**config.mk**
```make
export PLATFORM = sky130hd
export DESIGN_NAME = reg_addr_scoreboard_flat
export DESIGN_NICKNAME = d
export VERILOG_FILES = /design/src/rtl/reg_addr_scoreboard_if.sv /design/src/rtl/reg_addr_scoreboard.sv /design/src/flat_wrapper.sv
export SDC_FILE = /design/constraint.sdc
export NUM_CORES = 1
export LEC_CHECK = 0
export CAP_MARGIN = 20
export CORE_ASPECT_RATIO = 1.25
export CORE_MARGIN = 2
export CORE_UTILIZATION = 55
export CTS_CLUSTER_SIZE = 20
export DETAILED_ROUTE_END_ITERATION = 10
export PLACE_DENSITY = 0.79
export SYNTH_ARGS = -nofsm -noshare
export SYNTH_HDL_FRONTEND = slang
export SYNTH_SLANG_ARGS = --single-unit
export TNS_END_PERCENT = 5
```
**constraint.sdc**
```tcl
create_clock -name clk -period 5.1 [get_ports clk]
set_input_delay 0.51 -clock clk [delete_from_list [all_inputs] [get_ports clk]]
set_output_delay 0.51 -clock clk [all_outputs]
set_load 0.1 [all_outputs]
```
**src/rtl/reg_addr_scoreboard_if.sv**
```systemverilog
// Issue, output-stage and writeback signals of the register-address scoreboard.
//
// Handshake: a transfer happens on a rising edge where valid && ready are both
// high. in_ready is computed without looking at in_valid; once out_valid rises,
// the output stage keeps its contents unchanged until out_ready is seen high.
interface reg_addr_scoreboard_if #(
  parameter int ADDR_W = 5
);
  logic              in_valid;
  logic              in_ready;
  logic [ADDR_W-1:0] rs;
  logic [ADDR_W-1:0] rt;
  logic [ADDR_W-1:0] rd;
  logic [1:0]        optype;
  logic              rt_src;
  logic              link;

  logic              out_valid;
  logic              out_ready;
  logic [ADDR_W-1:0] raddr1;
  logic [ADDR_W-1:0] raddr2;
  logic [ADDR_W-1:0] waddr;
  logic              ruse1;
  logic              ruse2;
  logic              wuse;

  logic              wb_valid;
  logic [ADDR_W-1:0] wb_addr;

  modport master (
    output in_valid, rs, rt, rd, optype, rt_src, link, out_ready, wb_valid, wb_addr,
    input  in_ready, out_valid, raddr1, raddr2, waddr, ruse1, ruse2, wuse
  );

  modport slave (
    input  in_valid, rs, rt, rd, optype, rt_src, link, out_ready, wb_valid, wb_addr,
    output in_ready, out_valid, raddr1, raddr2, waddr, ruse1, ruse2, wuse
  );
endinterface

```
**src/rtl/reg_addr_scoreboard.sv**
```systemverilog
// Register-address decode with a counting write scoreboard. Each architectural
// register has a pending-write counter; issue stalls on RAW hazards or when the
// destination counter is saturated. Decoded addresses leave through a single
// registered valid/ready stage. The interface ADDR_W must match this module's.
module reg_addr_scoreboard #(
  parameter int ADDR_W   = 5,
  parameter int NREG     = 32,
  parameter int CNT_W    = 2,
  parameter int LINK_REG = 31
) (
  input  logic                  clk,
  input  logic                  rst_n,
  input  logic                  flush,
  reg_addr_scoreboard_if.slave  bus,
  output logic                  sb_err,
  output logic                  pend_any
);

  localparam logic [CNT_W-1:0] CNT_MAX = '1;

  logic [CNT_W-1:0]  cnt [NREG];
  logic [ADDR_W-1:0] src1, src2, dst;
  logic              use1, use2, dst_use;
  logic              hazard, space, accept;
  logic              retire_ok, err_hit;
  logic [NREG-1:0]   inc_vec, dec_vec;

  // Decode source/destination addresses by instruction class; register 0 is never a destination
  always_comb begin
    src1    = '0;
    src2    = '0;
    dst     = '0;
    use1    = 1'b0;
    use2    = 1'b0;
    case (bus.optype)
      2'd0: begin
        src1 = bus.rs; use1 = 1'b1;
        src2 = bus.rt; use2 = 1'b1;
        dst  = bus.rd;
      end
      2'd1: begin
        src1 = bus.rs; use1 = 1'b1;
        if (bus.rt_src) begin
          src2 = bus.rt; use2 = 1'b1;
        end else begin
          dst = bus.rt;
        end
      end
      2'd2: begin
        if (bus.link) dst = ADDR_W'(LINK_REG);
      end
      default: begin
        src1 = bus.rs; use1 = 1'b1;
        if (bus.link) dst = bus.rd;
      end
    endcase
    dst_use = (dst != '0);
  end

  // Hazards use the counters as registered before this edge's retire (no bypass)
  always_comb begin
    hazard = (use1 && (src1 != '0) && (cnt[src1] != '0)) ||
             (use2 && (src2 != '0) && (cnt[src2] != '0)) ||
             (dst_use && (cnt[dst] == CNT_MAX));
    space        = !bus.out_valid || bus.out_ready;
    bus.in_ready = space && !hazard && !flush;
    accept       = bus.in_valid && bus.in_ready;
  end

  // Per-register increment/decrement requests; a retire at count 0 is an error unless an increment cancels it
  always_comb begin
    retire_ok = bus.wb_valid && (bus.wb_addr != '0) && (cnt[bus.wb_addr] != '0);
    err_hit   = bus.wb_valid && (bus.wb_addr != '0) && (cnt[bus.wb_addr] == '0) &&
                !(accept && dst_use && (dst == bus.wb_addr));
    for (int i = 0; i < NREG; i++) begin
      inc_vec[i] = accept && dst_use && (dst == ADDR_W'(i));
      dec_vec[i] = retire_ok && (bus.wb_addr == ADDR_W'(i));
    end
  end

  // Pending-write counters; flush clears them all and wins over accept/retire
  always_ff @(posedge clk or negedge rst_n) begin
    if (!rst_n) begin
      for (int i = 0; i < NREG; i++) cnt[i] <= '0;
    end else if (flush) begin
      for (int i = 0; i < NREG; i++) cnt[i] <= '0;
    end else begin
      for (int i = 0; i < NREG; i++) begin
        case ({inc_vec[i], dec_vec[i]})
          2'b10:   cnt[i] <= cnt[i] + CNT_W'(1);
          2'b01:   cnt[i] <= cnt[i] - CNT_W'(1);
          default: cnt[i] <= cnt[i];
        endcase
      end
    end
  end

  // Sticky scoreboard error; flush leaves it alone
  always_ff @(posedge clk or negedge rst_n) begin
    if (!rst_n) begin
      sb_err <= 1'b0;
    end else if (!flush && err_hit) begin
      sb_err <= 1'b1;
    end
  end

  // Output stage: load on accept, hold under backpressure, drop valid when drained or flushed
  always_ff @(posedge clk or negedge rst_n) begin
    if (!rst_n) begin
      bus.out_valid <= 1'b0;
      bus.raddr1    <= '0;
      bus.raddr2    <= '0;
      bus.waddr     <= '0;
      bus.ruse1     <= 1'b0;
      bus.ruse2     <= 1'b0;
      bus.wuse      <= 1'b0;
    end else if (flush) begin
      bus.out_valid <= 1'b0;
    end else if (accept) begin
      bus.out_valid <= 1'b1;
      bus.raddr1    <= src1;
      bus.raddr2    <= src2;
      bus.waddr     <= dst;
      bus.ruse1     <= use1;
      bus.ruse2     <= use2;
      bus.wuse      <= dst_use;
    end else if (bus.out_ready) begin
      bus.out_valid <= 1'b0;
    end
  end

  // Any register with a write still in flight
  always_comb begin
    pend_any = 1'b0;
    for (int i = 0; i < NREG; i++) pend_any = pend_any | (cnt[i] != '0);
  end

endmodule

```
**src/flat_wrapper.sv**
```systemverilog
// flat-port wrapper written by rule: the top's interface ports become plain ports
module reg_addr_scoreboard_flat 
#(
  parameter int ADDR_W   = 5,
  parameter int NREG     = 32,
  parameter int CNT_W    = 2,
  parameter int LINK_REG = 31
)
  (clk, rst_n, flush, sb_err, pend_any, bus_in_valid, bus_rs, bus_rt, bus_rd, bus_optype, bus_rt_src, bus_link, bus_out_ready, bus_wb_valid, bus_wb_addr, bus_in_ready, bus_out_valid, bus_raddr1, bus_raddr2, bus_waddr, bus_ruse1, bus_ruse2, bus_wuse);
  reg_addr_scoreboard_if #(.ADDR_W(ADDR_W)) bus_i ();
  input  logic clk;
  input  logic rst_n;
  input  logic flush;
  output logic sb_err;
  output logic pend_any;
  input wire logic [$bits(bus_i.in_valid)-1:0] bus_in_valid;
  input wire logic [$bits(bus_i.rs)-1:0] bus_rs;
  input wire logic [$bits(bus_i.rt)-1:0] bus_rt;
  input wire logic [$bits(bus_i.rd)-1:0] bus_rd;
  input wire logic [$bits(bus_i.optype)-1:0] bus_optype;
  input wire logic [$bits(bus_i.rt_src)-1:0] bus_rt_src;
  input wire logic [$bits(bus_i.link)-1:0] bus_link;
  input wire logic [$bits(bus_i.out_ready)-1:0] bus_out_ready;
  input wire logic [$bits(bus_i.wb_valid)-1:0] bus_wb_valid;
  input wire logic [$bits(bus_i.wb_addr)-1:0] bus_wb_addr;
  output wire logic [$bits(bus_i.in_ready)-1:0] bus_in_ready;
  output wire logic [$bits(bus_i.out_valid)-1:0] bus_out_valid;
  output wire logic [$bits(bus_i.raddr1)-1:0] bus_raddr1;
  output wire logic [$bits(bus_i.raddr2)-1:0] bus_raddr2;
  output wire logic [$bits(bus_i.waddr)-1:0] bus_waddr;
  output wire logic [$bits(bus_i.ruse1)-1:0] bus_ruse1;
  output wire logic [$bits(bus_i.ruse2)-1:0] bus_ruse2;
  output wire logic [$bits(bus_i.wuse)-1:0] bus_wuse;
  assign bus_i.in_valid = bus_in_valid;
  assign bus_i.rs = bus_rs;
  assign bus_i.rt = bus_rt;
  assign bus_i.rd = bus_rd;
  assign bus_i.optype = bus_optype;
  assign bus_i.rt_src = bus_rt_src;
  assign bus_i.link = bus_link;
  assign bus_i.out_ready = bus_out_ready;
  assign bus_i.wb_valid = bus_wb_valid;
  assign bus_i.wb_addr = bus_wb_addr;
  assign bus_in_ready = bus_i.in_ready;
  assign bus_out_valid = bus_i.out_valid;
  assign bus_raddr1 = bus_i.raddr1;
  assign bus_raddr2 = bus_i.raddr2;
  assign bus_waddr = bus_i.waddr;
  assign bus_ruse1 = bus_i.ruse1;
  assign bus_ruse2 = bus_i.ruse2;
  assign bus_wuse = bus_i.wuse;
  reg_addr_scoreboard #(.ADDR_W(ADDR_W), .NREG(NREG), .CNT_W(CNT_W), .LINK_REG(LINK_REG)) u_core (.clk(clk), .rst_n(rst_n), .flush(flush), .bus(bus_i), .sb_err(sb_err), .pend_any(pend_any));
endmodule
```
# [After elaboration in Yosys (flattened, before gate mapping)]
# Index checks and enable logic that the tools add are counted.
[totals] wordCells=495 out_inout_bits=22 in_bits=30 register_bits=84
[op_classes] bitwise_logic=36 n_eq_ne=130 reduce_logical=163 mux=58 n_addsub=64 n_lt_le_gt_ge=4
[op_table] cell="equality test 5 bit, second input constant" count=32
[op_table] cell="one-hot mux 2 bit (2 select lines)" count=32
[op_table] cell="nonzero test 3 bit" count=33
[op_table] cell="equality test 5 x 4 -> 1 bit, second input constant" count=16
[op_table] cell="logical AND 1 bit" count=79
[op_table] cell="nonzero test 2 bit" count=35
[op_table] cell="equality test 2 bit, second input constant" count=34
[op_table] cell="equality test 2 x 1 -> 1 bit, second input constant" count=33
[op_table] cell="adder 2 x 1 -> 2 bit, second input constant" count=32
[op_table] cell="two-way mux 64 bit" count=1
[op_table] cell="subtractor 2 x 1 -> 2 bit, second input constant" count=32
[op_table] cell="binary-select mux 2 bit (select 5 bit)" count=4
[op_table] cell="equality test 5 x 3 -> 1 bit, second input constant" count=8
[op_table] cell="bitwise OR 1 bit" count=31
[op_table] cell="two-way mux 5 bit" count=5
[op_table] cell=">= comparator 6 bit, second input constant" count=4
[op_table] cell="inverter 5 -> 6 bit" count=4
[op_table] cell="equality test 5 x 2 -> 1 bit, second input constant" count=4
[op_table] cell="nonzero test 5 bit" count=4
[op_table] cell="two-way mux 2 bit" count=8
[op_table] cell="one-hot mux 5 bit (3 select lines)" count=1
[op_table] cell="equality test 5 x 1 -> 1 bit, second input constant" count=2
[op_table] cell="zero test 5 bit" count=2
[op_table] cell="one-hot mux 5 bit (2 select lines)" count=1
[op_table] cell="8 further kinds" count=18

# [Logic depth before layout (Yosys ltp)]
[depth] word_depth=32 ltp_mapped=15 depth_no_buf=9

# [Worst setup path after synthesis]
# No wires, ideal clock.
[synth_path] path_type="in2out" from="input port bus_optype[1]" to="output port bus_in_ready" required_time_ns=4.590 path_buffers=2 setup_slack_ns=0.842 arrival_ns=3.748 path_stages=10 cell_sequence="buf_2 -> or3b_1 -> a311o_1 -> buf_4 -> mux2i_1 -> mux2_2 -> a211oi_2 -> or3_1 -> nand3_1 -> nor2_1"
[synth_between] elab_chain_len=13 word_cells_on_any_way=36 classes_between="eq/ne: 3; mux: 14; bitwise: 3; reduce/logical: 16"
[synth_lines] item="from (decl)" line_no="flat_wrapper.sv:20" rtl="input wire logic [$bits(bus_i.optype)-1:0] bus_optype;"
[synth_lines] item="equality test 2 x 1 -> 1 bit, or another cell as far along" line_no="reg_addr_scoreboard.sv:35" rtl="case (bus.optype)"
[synth_lines] item="one-hot mux 5 bit (2 select lines) or two-way mux 5 bit (tied branches)" line_no="reg_addr_scoreboard.sv:35"
[synth_lines] item="inverter 5 -> 6 bit, on equally long branches" line_no="reg_addr_scoreboard.sv:63, reg_addr_scoreboard.sv:62"
[synth_lines] item="binary-select mux 2 bit (select 5 bit), on equally long branches" line_no="reg_addr_scoreboard.sv:63, reg_addr_scoreboard.sv:62"
[synth_lines] item="two-way mux 2 bit, on equally long branches (2 in a row)" line_no="reg_addr_scoreboard.sv:63, reg_addr_scoreboard.sv:62"
[synth_lines] item="nonzero test 2 bit, on equally long branches" line_no="reg_addr_scoreboard.sv:63, reg_addr_scoreboard.sv:62"
[synth_lines] item="logical AND 1 bit, on equally long branches" line_no="reg_addr_scoreboard.sv:63, reg_addr_scoreboard.sv:62"
[synth_lines] item="logical OR 1 bit" line_no="reg_addr_scoreboard.sv:62" rtl="hazard = (use1 && (src1 != '0) && (cnt[src1] != '0)) ||"
[synth_lines] item="logical OR 1 bit (*)" line_no="reg_addr_scoreboard.sv:63" rtl="(use2 && (src2 != '0) && (cnt[src2] != '0)) ||"
[synth_lines] item="zero test 1 bit (*)" line_no="reg_addr_scoreboard.sv:66" rtl="bus.in_ready = space && !hazard && !flush;"
[synth_lines] item="logical AND 1 bit (*) (2 in a row)" line_no="reg_addr_scoreboard.sv:66"
[synth_lines] item="to (decl)" line_no="flat_wrapper.sv:26" rtl="output wire logic [$bits(bus_i.in_ready)-1:0] bus_in_ready;"
# Mark *: on every way between the ends. The rest lies on a longest branch, timed or not. The select of a mux whose other input is x is not followed.

# [Worst setup path after layout]
[layout_path] from="input port bus_optype[0]" to="output port bus_in_ready"
# The elaborated chain is that of the path after synthesis.

==> metrics.txt <==
crit path launch type=input pin; Initial Util=56.5%; antenna cells=0; Area Growth Syn to Fin=13.1%; Antenna Nets Post-Route=0; worst hold slack=72.3 ps; number of hold buffers added after CTS=0; Slowest cell on crit path=clkdlybuf4s50_1; routability congestion estimate=1.04; clk sinks=84; distinct cell type count after synthesis=73; CORE AREA=0.0122 mm2; Routed Wire Length=26,700 um; PnR worst setup slack=481 ps; Setup Viol. Count Final=0; period utilization=90.6%; vias in the first global route=7,071; LEAKAGE=3.15 nW; worst-path maximum fanout=17; status=finished clean; synthesized instance count=853; footprint of the multi-input gates=0.00445 mm2; Max Root-Sink Buffers=2; leading register cell type out of synthesis=dfrtp_1; Synth Area in XOR/XNOR=3.17%; Max Clk Rate=0.216 GHz; Die Wd=104 um; synthesized cell area=0.00690 mm2; Post-synth EDFFs=0; initial antenna violation count=0; # nets final=904; Synth Area in Compound Gates=21.7%; Fill cells=1,032; syn_area_per_cell=8.09 um2; CTS root buffer=clkbuf_16; via count=7,414; Min Clock Period, post-route=4620 ps; TritonCTS clock tree=yes; post-cts resize count=0; DR WL/cell=25.6 um; adder-cell area share of the yosys netlist=0%; first-pass GRT wire length=40,900 um; share of the yosys chip area belonging to registers=30.5%; I/O pin total=52; Synth Warn #=0; gr ovfl total=0; post-synthesis async set-or-reset flop share=100%; Least-Margin Pin Slew=1030 ps; setup repair after global routing missed its margin=no; Worst IR Drop VDD=0.327 mV; setup bufs post-CTS=0; Setup Total Neg Slack=0 ps; clock skew=6.66 ps; CTS buffer count=9; Final Hold Fails=0; syn_nets=883; FP Rows=45; worst skew pair latency=350 ps; die extent in y=129 um; H-tree depth=3; Yosys reg bits=84; pre-CTS setup slack=490 ps; HP Class=input pin to async pin; die area=0.0135 mm2; detailed placement HPWL=19,700 um; Final Max Tran Viols=0; FF/Latch Area=0.00210 mm2; Worst Setup End Kind=output pin; non-filler cells, final=1,043; Max Cap Viol=0; mux contribution to synthesized area=9.38%; Slew headroom=31.0%; layout cells sized above 1=11.0%; crit path DAT=4110 ps; critical-path cell list=clkdlybuf4s50_1 > nor2b_1 > nor3_1 > o32a_1 > o221ai_1 > o21ai_0 > o311ai_0 > nand3_1 > nor2_1 > buf_12; largest net degree at the start of global routing=85; Max stage delay on crit path=810 ps; initial DRC count=953; crit path kind=input pin to output pin; power per cell area=302 mW/mm2; port bufs=51; Via density=7.11; DR pass1 iterations=9; clock slew at reported path FFs=70 ps; Synth Area in Simple Gates=30.1%; Placed Cells=1,026; largest family of logic cells by synthesized area=simple AND/OR/NAND/NOR gates; drc violations=0; global-route total usage across every layer=40.0%; Crit path required time=4590 ps
==> layout by cell type, fill, tap and decap left out, types with 13 or more instances in the layout <==
cell and count:
nand2_1 68, dfrtp_1 84, clkdlybuf4s50_1 48, xor2_1 15
and3_1 21, nand4_1 21, nor3_1 58, or3_1 17
a21oi_1 54, nand3_1 22, nor4_1 16, buf_4 18
mux2i_1 14, o21ai_0 27, nor2b_1 17, mux4_2 13
nor2_1 96, mux2_2 16, or2_2 20, inv_1 25
a31oi_1 21
==> path summary, 6_finish.rpt <==
| path | depth (start not counted) | from | slack [ps] | to |
|---|---|---|---|---|
| max | 10 | bus_optype[0] | 480 | bus_in_ready |
| min | 1 | rst_n | 70 | u_core.cnt[19]$_DFFE_PN0P_ |
| max reg2reg | 10 | u_core.cnt[56]$_DFFE_PN0P_ | 1490 | u_core.cnt[51]$_DFFE_PN0P_ |
| min reg2reg | 1 | u_core.bus.raddr2[2]$_DFFE_PN0P_ | 510 | u_core.bus.raddr2[2]$_DFFE_PN0P_ |
| max in group asynchronous | 2 | rst_n | 4390 | u_core.cnt[61]$_DFFE_PN0P_ |
| min in group clk | 1 | u_core.bus.raddr2[2]$_DFFE_PN0P_ | 510 | u_core.bus.raddr2[2]$_DFFE_PN0P_ |
==> per-stage QoR <==
step	total power, mW	area [um2]	util, %
floorplan	1.43	6900	-
global placement	1.70	7490	61.3
detailed placement	1.71	7490	61.3
CTS	2.35	7770	63.6
global route	2.42	7800	63.8
finish	2.35	7800	63.8
==> registers in the layout, summed over array words and instances (netlist names) <==
register              flops
u_core.cnt               64
u_core.bus.raddr1         5
u_core.bus.raddr2         5
u_core.bus.waddr          5
u_core.bus.out_valid      1
u_core.bus.ruse1          1
u_core.bus.ruse2          1
u_core.bus.wuse           1
u_core.sb_err             1
==> routing by layer <==
layer	GRT usage (%)	part of all wire [%]	up-vias
met5	0	0	-
met4	20.7	5.6	0
met3	8.20	11	106
met2	64.3	45	517
met1	51.5	38	3537
li1	-	-	3254
==> layout make-up <==
class,count,share of cell area (%)
multi-input cells,685,57.0
flip-flops and latches,84,26.9
repair buffers,69,8.57
clock buffers,10,3.06
well taps,164,2.63
inverters,25,1.20
clock inverters,6,0.594
==> where the power goes <==
part	total (mW)	switching [mW]	leakage (nW)	internal (mW)
combinational	0.950	0.722	1.88	0.228
clock	0.647	0.300	0.135	0.347
sequential	0.756	0.0345	1.14	0.721
==> critical path: cells and delay by family <==
kind,cells,cell delay [ps]
and+or+nand+nor,4,1250
AOI/OAI and AO/OA,4,1310
buffers and inverters,2,1030
==> logic make-up after synthesis <==
kind of cell    Yosys count
buf+inv                  84
xor+xnor                 25
compound gates          214
mux                      46
flops                    84
simple gates            400
==> cells in the mapped netlist, types with 13 or more instances <==
| cell type | n | share of area [%] |
|---|---|---|
| a21oi_1 | 54 | 3.9 |
| a31oi_1 | 21 | 1.9 |
| and3_1 | 21 | 1.9 |
| buf_2 | 18 | 1.3 |
| clkbuf_1 | 36 | 2.0 |
| dfrtp_1 | 84 | 30 |
| inv_1 | 25 | 1.4 |
| mux2_2 | 16 | 2.6 |
| mux2i_1 | 14 | 2.0 |
| mux4_2 | 13 | 4.2 |
| nand2_1 | 68 | 3.7 |
| nand3_1 | 22 | 1.6 |
| nand4_1 | 21 | 1.9 |
| nor2_1 | 96 | 5.2 |
| nor2b_1 | 17 | 1.5 |
| nor3_1 | 59 | 4.3 |
| nor4_1 | 16 | 1.5 |
| o21ai_0 | 27 | 2.0 |
| or2_2 | 20 | 1.8 |
| or3_1 | 17 | 1.5 |
| xor2_1 | 15 | 1.9 |
Note: power is estimated with default switching activity, not from simulation.
